$ cat config.mk
export PLATFORM = sky130hd
export DESIGN_NAME = decode_stage_flat
export DESIGN_NICKNAME = d
export VERILOG_FILES = /design/src/rtl/decode_stage_if.sv /design/src/rtl/decode_stage.sv /design/src/flat_wrapper.sv
export SDC_FILE = /design/constraint.sdc
export NUM_CORES = 1
export LEC_CHECK = 0
export BUFFER_PORTS_ARGS = -buffer_cell sky130_fd_sc_hd__buf_2
export CAP_MARGIN = 0
export CORE_AREA = 10 10 213 215
export DETAILED_ROUTE_END_ITERATION = 8
export DIE_AREA = 0 0 223 225
export PLACE_DENSITY = 0.61
export REMOVE_ABC_BUFFERS = 1
export SLEW_MARGIN = 20
export SYNTH_ARGS = -nofsm -noshare
export SYNTH_HDL_FRONTEND = slang
export SYNTH_SLANG_ARGS = --single-unit
$ cat constraint.sdc
create_clock -name clk -period 1.8 [get_ports clk]
set_input_delay 0.36 -clock clk [delete_from_list [all_inputs] [get_ports clk]]
set_output_delay 0.36 -clock clk [all_outputs]
set_load 0.02 [all_outputs]
$ cat src/rtl/decode_stage_if.sv
`default_nettype none
// ----------------------------------------------------------------------------
// decode_stage_if : fetch-FIFO pop side and 4-wide decoded-bundle side
// Rev 1.0
// ----------------------------------------------------------------------------
interface decode_stage_if #(
  parameter int DATA_WIDTH         = 128,
  parameter int DECODE_ISSUE_WIDTH = 4
);
  localparam int W = DECODE_ISSUE_WIDTH;

  logic                  fetch_rd_en;
  logic                  fetch_rd_valid;
  logic [DATA_WIDTH-1:0] fetch_instr;
  logic [40:0]           fetch_param;
  logic                  fetch_empty;
  logic                  ci_flush;

  logic                  dec_valid;
  logic                  dec_ready;
  logic [W-1:0]          dec_slot_valid;
  logic [40*W-1:0]       dec_pc;
  logic [4*W-1:0]        dec_op;
  logic [5*W-1:0]        dec_rd;
  logic [5*W-1:0]        dec_rs1;
  logic [5*W-1:0]        dec_rs2;
  logic [W-1:0]          dec_rd_we;
  logic [32*W-1:0]       dec_imm;
  logic [3*W-1:0]        dec_funct3;
  logic [W-1:0]          dec_alt;
  logic [W-1:0]          dec_illegal;
  logic                  dec_fault;

  modport master (
    output fetch_rd_en,
    input  fetch_rd_valid, fetch_instr, fetch_param, fetch_empty, ci_flush,
    output dec_valid,
    input  dec_ready,
    output dec_slot_valid, dec_pc, dec_op, dec_rd, dec_rs1, dec_rs2,
    output dec_rd_we, dec_imm, dec_funct3, dec_alt, dec_illegal, dec_fault
  );

  modport slave (
    input  fetch_rd_en,
    output fetch_rd_valid, fetch_instr, fetch_param, fetch_empty, ci_flush,
    input  dec_valid,
    output dec_ready,
    input  dec_slot_valid, dec_pc, dec_op, dec_rd, dec_rs1, dec_rs2,
    input  dec_rd_we, dec_imm, dec_funct3, dec_alt, dec_illegal, dec_fault
  );
endinterface
`default_nettype wire

$ cat src/rtl/decode_stage.sv
`default_nettype none
// ----------------------------------------------------------------------------
// decode_stage : pops RV32I fetch bundles, decodes all slots in parallel and
// registers the result for rename/dispatch.                          Rev 1.0
// ----------------------------------------------------------------------------
module decode_stage #(
  parameter int DATA_WIDTH         = 128,
  parameter int DECODE_ISSUE_WIDTH = 4
) (
  input  logic           clk,
  input  logic           rst_n,
  decode_stage_if.master dec_if
);
  localparam int W      = DECODE_ISSUE_WIDTH;
  localparam int c_ilen = DATA_WIDTH / DECODE_ISSUE_WIDTH;

  localparam logic [3:0] c_op_none   = 4'd0;
  localparam logic [3:0] c_op_lui    = 4'd1;
  localparam logic [3:0] c_op_auipc  = 4'd2;
  localparam logic [3:0] c_op_jal    = 4'd3;
  localparam logic [3:0] c_op_jalr   = 4'd4;
  localparam logic [3:0] c_op_branch = 4'd5;
  localparam logic [3:0] c_op_load   = 4'd6;
  localparam logic [3:0] c_op_store  = 4'd7;
  localparam logic [3:0] c_op_imm    = 4'd8;
  localparam logic [3:0] c_op_op     = 4'd9;
  localparam logic [3:0] c_op_fence  = 4'd10;
  localparam logic [3:0] c_op_system = 4'd11;

  logic            valid_q,      valid_d;
  logic [W-1:0]    slot_valid_q, slot_valid_d;
  logic [40*W-1:0] pc_q,         pc_d;
  logic [4*W-1:0]  op_q,         op_d;
  logic [5*W-1:0]  rd_q,         rd_d;
  logic [5*W-1:0]  rs1_q,        rs1_d;
  logic [5*W-1:0]  rs2_q,        rs2_d;
  logic [W-1:0]    we_q,         we_d;
  logic [32*W-1:0] imm_q,        imm_d;
  logic [3*W-1:0]  f3_q,         f3_d;
  logic [W-1:0]    alt_q,        alt_d;
  logic [W-1:0]    ill_q,        ill_d;
  logic            fault_q,      fault_d;

  logic        w_rd_en;
  logic        w_accept;
  logic [35:0] w_pc_hi;
  logic [31:0] w_first;
  logic        w_fault;

  assign w_pc_hi = dec_if.fetch_param[40:5];
  assign w_first = {30'd0, dec_if.fetch_param[4:3]};
  assign w_fault = dec_if.fetch_param[0];
  assign fault_d = w_fault;

  // A flush blocks the pop so the FIFO head survives for the refetch path.
  assign w_rd_en  = rst_n & ~dec_if.fetch_empty & ~dec_if.ci_flush &
                    (~valid_q | dec_if.dec_ready);
  assign w_accept = w_rd_en & dec_if.fetch_rd_valid;

  for (genvar i = 0; i < W; i++) begin : g_slot
    logic [31:0] w_ins;
    logic [6:0]  w_f7;
    logic [2:0]  w_f3;
    logic [3:0]  w_cls;
    logic [3:0]  w_op;
    logic        w_ill;
    logic        w_we;
    logic        w_sv;
    logic [4:0]  w_rd;
    logic [4:0]  w_rs1;
    logic [4:0]  w_rs2;
    logic [31:0] w_imm;

    assign w_ins = dec_if.fetch_instr[c_ilen*i +: 32];
    assign w_f7  = w_ins[31:25];
    assign w_f3  = w_ins[14:12];

    always_comb begin
      w_cls = c_op_none;
      case (w_ins[6:0])
        7'b0110111: w_cls = c_op_lui;
        7'b0010111: w_cls = c_op_auipc;
        7'b1101111: w_cls = c_op_jal;
        7'b1100111: w_cls = c_op_jalr;
        7'b1100011: w_cls = c_op_branch;
        7'b0000011: w_cls = c_op_load;
        7'b0100011: w_cls = c_op_store;
        7'b0010011: w_cls = c_op_imm;
        7'b0110011: w_cls = c_op_op;
        7'b0001111: w_cls = c_op_fence;
        7'b1110011: w_cls = c_op_system;
        default:    w_cls = c_op_none;
      endcase

      w_ill = (w_cls == c_op_none);
      if (w_cls == c_op_op && w_f7 != 7'h00 &&
          !(w_f7 == 7'h20 && (w_f3 == 3'd0 || w_f3 == 3'd5)))
        w_ill = 1'b1;
      if (w_cls == c_op_imm && w_f3 == 3'd1 && w_f7 != 7'h00)
        w_ill = 1'b1;
      if (w_cls == c_op_imm && w_f3 == 3'd5 && w_f7 != 7'h00 && w_f7 != 7'h20)
        w_ill = 1'b1;

      w_imm = '0;
      case (w_ill ? c_op_none : w_cls)
        c_op_jalr, c_op_load, c_op_imm, c_op_system:
          w_imm = {{20{w_ins[31]}}, w_ins[31:20]};
        c_op_store:
          w_imm = {{20{w_ins[31]}}, w_ins[31:25], w_ins[11:7]};
        c_op_branch:
          w_imm = {{19{w_ins[31]}}, w_ins[31], w_ins[7], w_ins[30:25], w_ins[11:8], 1'b0};
        c_op_lui, c_op_auipc:
          w_imm = {w_ins[31:12], 12'd0};
        c_op_jal:
          w_imm = {{11{w_ins[31]}}, w_ins[31], w_ins[19:12], w_ins[20], w_ins[30:21], 1'b0};
        default:
          w_imm = '0;
      endcase

      w_rd = w_ins[11:7];
      if (w_cls inside {c_op_branch, c_op_store, c_op_fence})
        w_rd = '0;
      w_rs1 = w_ins[19:15];
      if (w_cls inside {c_op_lui, c_op_auipc, c_op_jal})
        w_rs1 = '0;
      w_rs2 = '0;
      if (w_cls inside {c_op_branch, c_op_store, c_op_op})
        w_rs2 = w_ins[24:20];

      w_we = ~w_ill && (w_rd != 5'd0) &&
             (w_cls inside {c_op_lui, c_op_auipc, c_op_jal, c_op_jalr,
                            c_op_load, c_op_imm, c_op_op, c_op_system});
      w_op = w_ill ? c_op_none : w_cls;

      // A faulting bundle exposes only its entry slot, stripped of its op.
      if (w_fault) begin
        w_sv = (32'(i) == w_first);
        if (w_sv)
          w_op = c_op_none;
      end else begin
        w_sv = (32'(i) >= w_first);
      end
    end

    assign slot_valid_d[i]    = w_sv;
    assign pc_d[40*i +: 40]   = {w_pc_hi, 4'd0} + 40'(4*i);
    assign op_d[4*i +: 4]     = w_op;
    assign rd_d[5*i +: 5]     = w_rd;
    assign rs1_d[5*i +: 5]    = w_rs1;
    assign rs2_d[5*i +: 5]    = w_rs2;
    assign we_d[i]            = w_we;
    assign imm_d[32*i +: 32]  = w_imm;
    assign f3_d[3*i +: 3]     = w_f3;
    assign alt_d[i]           = w_ins[30];
    assign ill_d[i]           = w_ill;
  end

  always_comb begin
    valid_d = valid_q;
    if (dec_if.ci_flush)
      valid_d = 1'b0;
    else if (w_accept)
      valid_d = 1'b1;
    else if (dec_if.dec_ready)
      valid_d = 1'b0;
  end

  always_ff @(posedge clk or negedge rst_n) begin
    if (!rst_n) begin
      valid_q      <= 1'b0;
      slot_valid_q <= '0;
      pc_q         <= '0;
      op_q         <= '0;
      rd_q         <= '0;
      rs1_q        <= '0;
      rs2_q        <= '0;
      we_q         <= '0;
      imm_q        <= '0;
      f3_q         <= '0;
      alt_q        <= '0;
      ill_q        <= '0;
      fault_q      <= 1'b0;
    end else begin
      valid_q <= valid_d;
      if (w_accept) begin
        slot_valid_q <= slot_valid_d;
        pc_q         <= pc_d;
        op_q         <= op_d;
        rd_q         <= rd_d;
        rs1_q        <= rs1_d;
        rs2_q        <= rs2_d;
        we_q         <= we_d;
        imm_q        <= imm_d;
        f3_q         <= f3_d;
        alt_q        <= alt_d;
        ill_q        <= ill_d;
        fault_q      <= fault_d;
      end
    end
  end

  assign dec_if.fetch_rd_en    = w_rd_en;
  assign dec_if.dec_valid      = valid_q;
  assign dec_if.dec_slot_valid = slot_valid_q;
  assign dec_if.dec_pc         = pc_q;
  assign dec_if.dec_op         = op_q;
  assign dec_if.dec_rd         = rd_q;
  assign dec_if.dec_rs1        = rs1_q;
  assign dec_if.dec_rs2        = rs2_q;
  assign dec_if.dec_rd_we      = we_q;
  assign dec_if.dec_imm        = imm_q;
  assign dec_if.dec_funct3     = f3_q;
  assign dec_if.dec_alt        = alt_q;
  assign dec_if.dec_illegal    = ill_q;
  assign dec_if.dec_fault      = fault_q;
endmodule
`default_nettype wire

$ cat src/flat_wrapper.sv
// flat-port wrapper written by rule: the top's interface ports become plain ports
module decode_stage_flat 
#(
  parameter int DATA_WIDTH         = 128,
  parameter int DECODE_ISSUE_WIDTH = 4
)
  (clk, rst_n, dec_if_fetch_rd_en, dec_if_fetch_rd_valid, dec_if_fetch_instr, dec_if_fetch_param, dec_if_fetch_empty, dec_if_ci_flush, dec_if_dec_valid, dec_if_dec_ready, dec_if_dec_slot_valid, dec_if_dec_pc, dec_if_dec_op, dec_if_dec_rd, dec_if_dec_rs1, dec_if_dec_rs2, dec_if_dec_rd_we, dec_if_dec_imm, dec_if_dec_funct3, dec_if_dec_alt, dec_if_dec_illegal, dec_if_dec_fault);
  decode_stage_if #(.DATA_WIDTH(DATA_WIDTH), .DECODE_ISSUE_WIDTH(DECODE_ISSUE_WIDTH)) dec_if_i ();
  input  logic clk;
  input  logic rst_n;
  output wire logic [$bits(dec_if_i.fetch_rd_en)-1:0] dec_if_fetch_rd_en;
  input wire logic [$bits(dec_if_i.fetch_rd_valid)-1:0] dec_if_fetch_rd_valid;
  input wire logic [$bits(dec_if_i.fetch_instr)-1:0] dec_if_fetch_instr;
  input wire logic [$bits(dec_if_i.fetch_param)-1:0] dec_if_fetch_param;
  input wire logic [$bits(dec_if_i.fetch_empty)-1:0] dec_if_fetch_empty;
  input wire logic [$bits(dec_if_i.ci_flush)-1:0] dec_if_ci_flush;
  output wire logic [$bits(dec_if_i.dec_valid)-1:0] dec_if_dec_valid;
  input wire logic [$bits(dec_if_i.dec_ready)-1:0] dec_if_dec_ready;
  output wire logic [$bits(dec_if_i.dec_slot_valid)-1:0] dec_if_dec_slot_valid;
  output wire logic [$bits(dec_if_i.dec_pc)-1:0] dec_if_dec_pc;
  output wire logic [$bits(dec_if_i.dec_op)-1:0] dec_if_dec_op;
  output wire logic [$bits(dec_if_i.dec_rd)-1:0] dec_if_dec_rd;
  output wire logic [$bits(dec_if_i.dec_rs1)-1:0] dec_if_dec_rs1;
  output wire logic [$bits(dec_if_i.dec_rs2)-1:0] dec_if_dec_rs2;
  output wire logic [$bits(dec_if_i.dec_rd_we)-1:0] dec_if_dec_rd_we;
  output wire logic [$bits(dec_if_i.dec_imm)-1:0] dec_if_dec_imm;
  output wire logic [$bits(dec_if_i.dec_funct3)-1:0] dec_if_dec_funct3;
  output wire logic [$bits(dec_if_i.dec_alt)-1:0] dec_if_dec_alt;
  output wire logic [$bits(dec_if_i.dec_illegal)-1:0] dec_if_dec_illegal;
  output wire logic [$bits(dec_if_i.dec_fault)-1:0] dec_if_dec_fault;
  assign dec_if_fetch_rd_en = dec_if_i.fetch_rd_en;
  assign dec_if_i.fetch_rd_valid = dec_if_fetch_rd_valid;
  assign dec_if_i.fetch_instr = dec_if_fetch_instr;
  assign dec_if_i.fetch_param = dec_if_fetch_param;
  assign dec_if_i.fetch_empty = dec_if_fetch_empty;
  assign dec_if_i.ci_flush = dec_if_ci_flush;
  assign dec_if_dec_valid = dec_if_i.dec_valid;
  assign dec_if_i.dec_ready = dec_if_dec_ready;
  assign dec_if_dec_slot_valid = dec_if_i.dec_slot_valid;
  assign dec_if_dec_pc = dec_if_i.dec_pc;
  assign dec_if_dec_op = dec_if_i.dec_op;
  assign dec_if_dec_rd = dec_if_i.dec_rd;
  assign dec_if_dec_rs1 = dec_if_i.dec_rs1;
  assign dec_if_dec_rs2 = dec_if_i.dec_rs2;
  assign dec_if_dec_rd_we = dec_if_i.dec_rd_we;
  assign dec_if_dec_imm = dec_if_i.dec_imm;
  assign dec_if_dec_funct3 = dec_if_i.dec_funct3;
  assign dec_if_dec_alt = dec_if_i.dec_alt;
  assign dec_if_dec_illegal = dec_if_i.dec_illegal;
  assign dec_if_dec_fault = dec_if_i.dec_fault;
  decode_stage #(.DATA_WIDTH(DATA_WIDTH), .DECODE_ISSUE_WIDTH(DECODE_ISSUE_WIDTH)) u_core (.clk(clk), .rst_n(rst_n), .dec_if(dec_if_i));
endmodule
==> metrics.md <==
| Metric | Value |
|---|---|
| Antenna Cells | 0 |
| Post-synth EDFFs | 0 |
| CP Data Arrival Time | between 2 and 2.5 ns |
| Total CTS buffers | 30 |
| Post-Synth Simple-Gate Area | 19.0% |
| Largest net degree at the start of global routing | between 100 and 150 |
| Most frequent cell after synthesis | nand2_1 |
| Warnings from Yosys | 0 |
| Main flop type after synthesis | dfrtp_1 |
| Vias in the first global route | 13,300 |
| Routed vias | 13,100 |
| Pwr Density | 945 nW/µm² |
| Area of the multi-input gates | 5460 µm² |
| Share of the synthesized area in the top cell type | 51.2% |
| Most frequent cells after synthesis | 364 x nand2_1, 271 x dfrtp_1, 123 x buf_4 |
| Async SR Flop Fraction | 100% |
| Slew HR | 52.4% |
| Metal2 WL | 25,300 µm |
| Initial antenna violation count | 2 |
| Clk sink count | approximately 270 |
| Die ar. | 50,200 µm² |
| Fill count | 3,973 |
| CTS clk-pin slew, worst paths | 0.06 ns |
| # IOs | 570 |
| Clock Tree Buf Depth | 3 |
| Critical Path Source Type | primary input |
| Main combinational cell family by area after synthesis | compound AO/OA/AOI/OAI gates |
| Synth area leaders | dfrtp_1 51%, nand2_1 10%, buf_4 7.0% |
| Crit Path Category | in2reg |
| GPL Wtd Cong | about 0.89 |
| Detailed Routing Iterations Pass 1 | 5 |
| Gr ovfl total | 0 |
| Power Total | about 18 mW |
| Max Freq | 552 MHz |
| Final period util | 101% |
| DRT iter0 DRCs | 895 |
| Max-cap viol count | 0 |
| Slew Limit Fails | 0 |
| Worst VDD drop | 0.594 mV |
| Syn Std Cell Area | 13,200 µm² |
| Total GRT Usage | 19.0% |
| Actual slew at the worst max-slew pin | 0.713 ns |
| Crit path max fanout | 6 |
| Clock root buffer | clkbuf_16 |
| Wl on met1 | 20,700 µm |
| WHS | 0.0235 ns |
| Xor/xnor share of the synthesized area | less than 1% |
| Status | finished with violations |
| Final min period | 1.81 ns |
| Final Hold Viols | 0 |
| Final wirelength | 51,100 µm |
| CP required | 2.28 ns |
| Wire per inst | 19.2 µm |
| Layout cell share with drive strength beyond 1 | between 40% and 50% |
| Global-route wire length before repair | around 78,000 µm |
| Avg Inst Size Synth | between 9 and 10 µm² |
| H-tree depth | 1 |
| Antenna Nets Post-Route | 0 |
| CTS tree | built |
| Leakage | 10.0 nW |
| Compound-Gate Fraction of Synth Area | 19.2% |
| Design Area, Final | roughly 19,000 µm² |
| Synth Register Bits | 271 |
| # port buffers | 555 |
| Area leader, netlist | dfrtp_1 |
| Sequential area share after synthesis | 51.2% |
| Core Box Area | 41,400 µm² |
| HP Class | in2reg |
| Final worst setup slack | -0.0113 ns |
| Die height | 225 µm |
| Syn Inst Count | roughly 1,500 |
| Failing checks | negative setup slack |
| Hpwl dp | 39,800 µm |
| Synth Area in Adders | 0% |
| Dpl cell area | 17,300 µm² |
| Site Rows | 75 |
| Register area | 6780 µm² |
| RSZ-0062 raised after global routing | yes |
| Die width | 223 µm |
| # setup viols final | 3 |
| Clock Skew | about 0.0095 ns |
| Starting density of the core | 32.0% |
| Synth unique cells | 78 |
| DR DRC count | 0 |
| Synth-to-Final Area Change | 44.8% |
| Worst-Skew Late Latency | 0.56 ns |
| Total Nets Final | 2,284 |
| Mux contribution to synthesized area | 0.0850% |
| Setup crit end kind | register |
| Met3 wire len | 3970 µm |
| Highest routed layer | met5 |
| Vias per inst | 4.89 |
==> stage by stage <==
step	utilization [%]	setup WS, ns	std cells	setup TNS, ns
after detailed placement	41.7	-0.798	2564	-87.87
final	46.3	-0.0113	2670	-0.0248
after global routing	46.3	-0.0599	2670	-0.528
after CTS	45.6	-0.0939	2661	-1.52
after global placement	41.7	-0.746	2564	-82.74
after floorplan	-	-4.89	1254	-1094.83
==> registers in the layout, indices dropped and copies added (netlist names) <==
| name | count |
|---|---|
| u_core.dec_if.dec_illegal | 4 |
| u_core.dec_if.dec_slot_valid | 4 |
| u_core.dec_if.dec_funct3 | 12 |
| u_core.dec_if.dec_rs1 | 20 |
| u_core.dec_if.dec_fault | 1 |
| u_core.dec_if.dec_valid | 1 |
| u_core.dec_if.dec_pc | 37 |
| u_core.dec_if.dec_alt | 4 |
| u_core.dec_if.dec_op | 16 |
| u_core.dec_if.dec_rd | 20 |
| u_core.dec_if.dec_imm | 128 |
| u_core.dec_if.dec_rd_we | 4 |
| u_core.dec_if.dec_rs2 | 20 |
==> repair_timing <==
action | in CTS | in global routing
pin swaps | 16 | 24
gates resized for setup | 35 | 63
endpoints found under the hold margin | 43 | 0
hold buffers | 36 | 0
endpoints found under the setup margin | 86 | 126
gates cloned | 2 | 3
buffers inserted | 6 | 7
==> cell type report <==
class	instances	share of cell area (%)
Tap cell	539	3.52
Inverter	16	0.313
Clock inverter	11	0.744
Multi-Input combinational cell	968	28.5
Sequential cell	271	35.4
Clock buffer	43	4.70
Timing Repair Buffer	822	26.9
==> placed cells by master (no fill, tap or decap), types with 5 or more instances in the layout <==
cell type	netlist	final
o21ai_0	107	78
conb_1	1	12
dlygate4sd3_1	0	36
nor2b_1	12	12
buf_4	123	208
a22oi_2	9	12
o21ai_2	2	10
inv_1	16	16
nand2_1	364	363
buf_6	2	8
dfrtp_1	271	271
buf_12	0	12
buf_2	13	552
nand3_1	32	32
nand2b_1	13	13
clkbuf_16	0	34
clkbuf_8	0	8
a22oi_1	31	28
a21oi_1	75	72
nor2_1	79	77
nor3_1	15	14
nor4b_1	6	5
and3_1	14	13
o21ai_1	11	29
a22o_1	54	54
a221o_1	8	8
o21ai_4	1	5
o31ai_1	11	11
or2_2	7	7
xor2_1	5	5
==> worst max-delay path: stages <==
cell	delay (ns)
buf_6	0.09
or4_4	0.54
nor3_4	0.15
a211oi_2	0.10
or3_4	0.40
o22ai_4	0.18
o21ai_4	0.12
clkbuf_16	0.18
a22oi_2	0.15
==> power breakdown <==
group / total (mW) / leakage, nW / switching [mW] / internal [mW]
Clock: 6.44 / 0.511 / 2.55 / 3.89
Sequential: 7.17 / 3.58 / 0.469 / 6.70
Combinational: 4.52 / 5.91 / 2.93 / 1.60
Total: 18.1 / 10.0 / 5.94 / 12.2
==> cells by family (layout without fill, tap and decap cells) <==
group	count (synthesis)	count (layout)
compound gates	370	371
xor+xnor	7	7
buf+inv	224	892
flops	271	271
mux	1	1
other cells	1	12
simple gates	577	577
==> layer usage <==
metal,vias up,global-route usage (%)
met2,439,32.2
met4,2,5.17
met3,62,5.20
met1,6352,23.4
li1,6203,-
met5,-,0
==> path summary, 6_finish.rpt <==
path | to | from | cells after the start | slack, ns
min in group asynchronous | u_core.dec_if.dec_rs2[17]$_DFFE_PN0P_ | rst_n | 3 | 0.36
max in group asynchronous | u_core.dec_if.dec_imm[27]$_DFFE_PN0P_ | rst_n | 4 | 0.45
setup / recovery | u_core.dec_if.dec_imm[22]$_DFFE_PN0P_ | dec_if_fetch_instr[25] | 9 | -0.01
setup reg to reg | u_core.dec_if.dec_imm[108]$_DFFE_PN0P_ | u_core.dec_if.dec_valid$_DFFE_PN0P_ | 6 | 0.07
hold reg to reg | u_core.dec_if.dec_op[12]$_DFFE_PN0P_ | u_core.dec_if.dec_op[12]$_DFFE_PN0P_ | 2 | 0.47
hold / removal | u_core.dec_if.dec_valid$_DFFE_PN0P_ | dec_if_ci_flush | 2 | 0.02
Note: power is estimated with default switching activity, not from simulation.
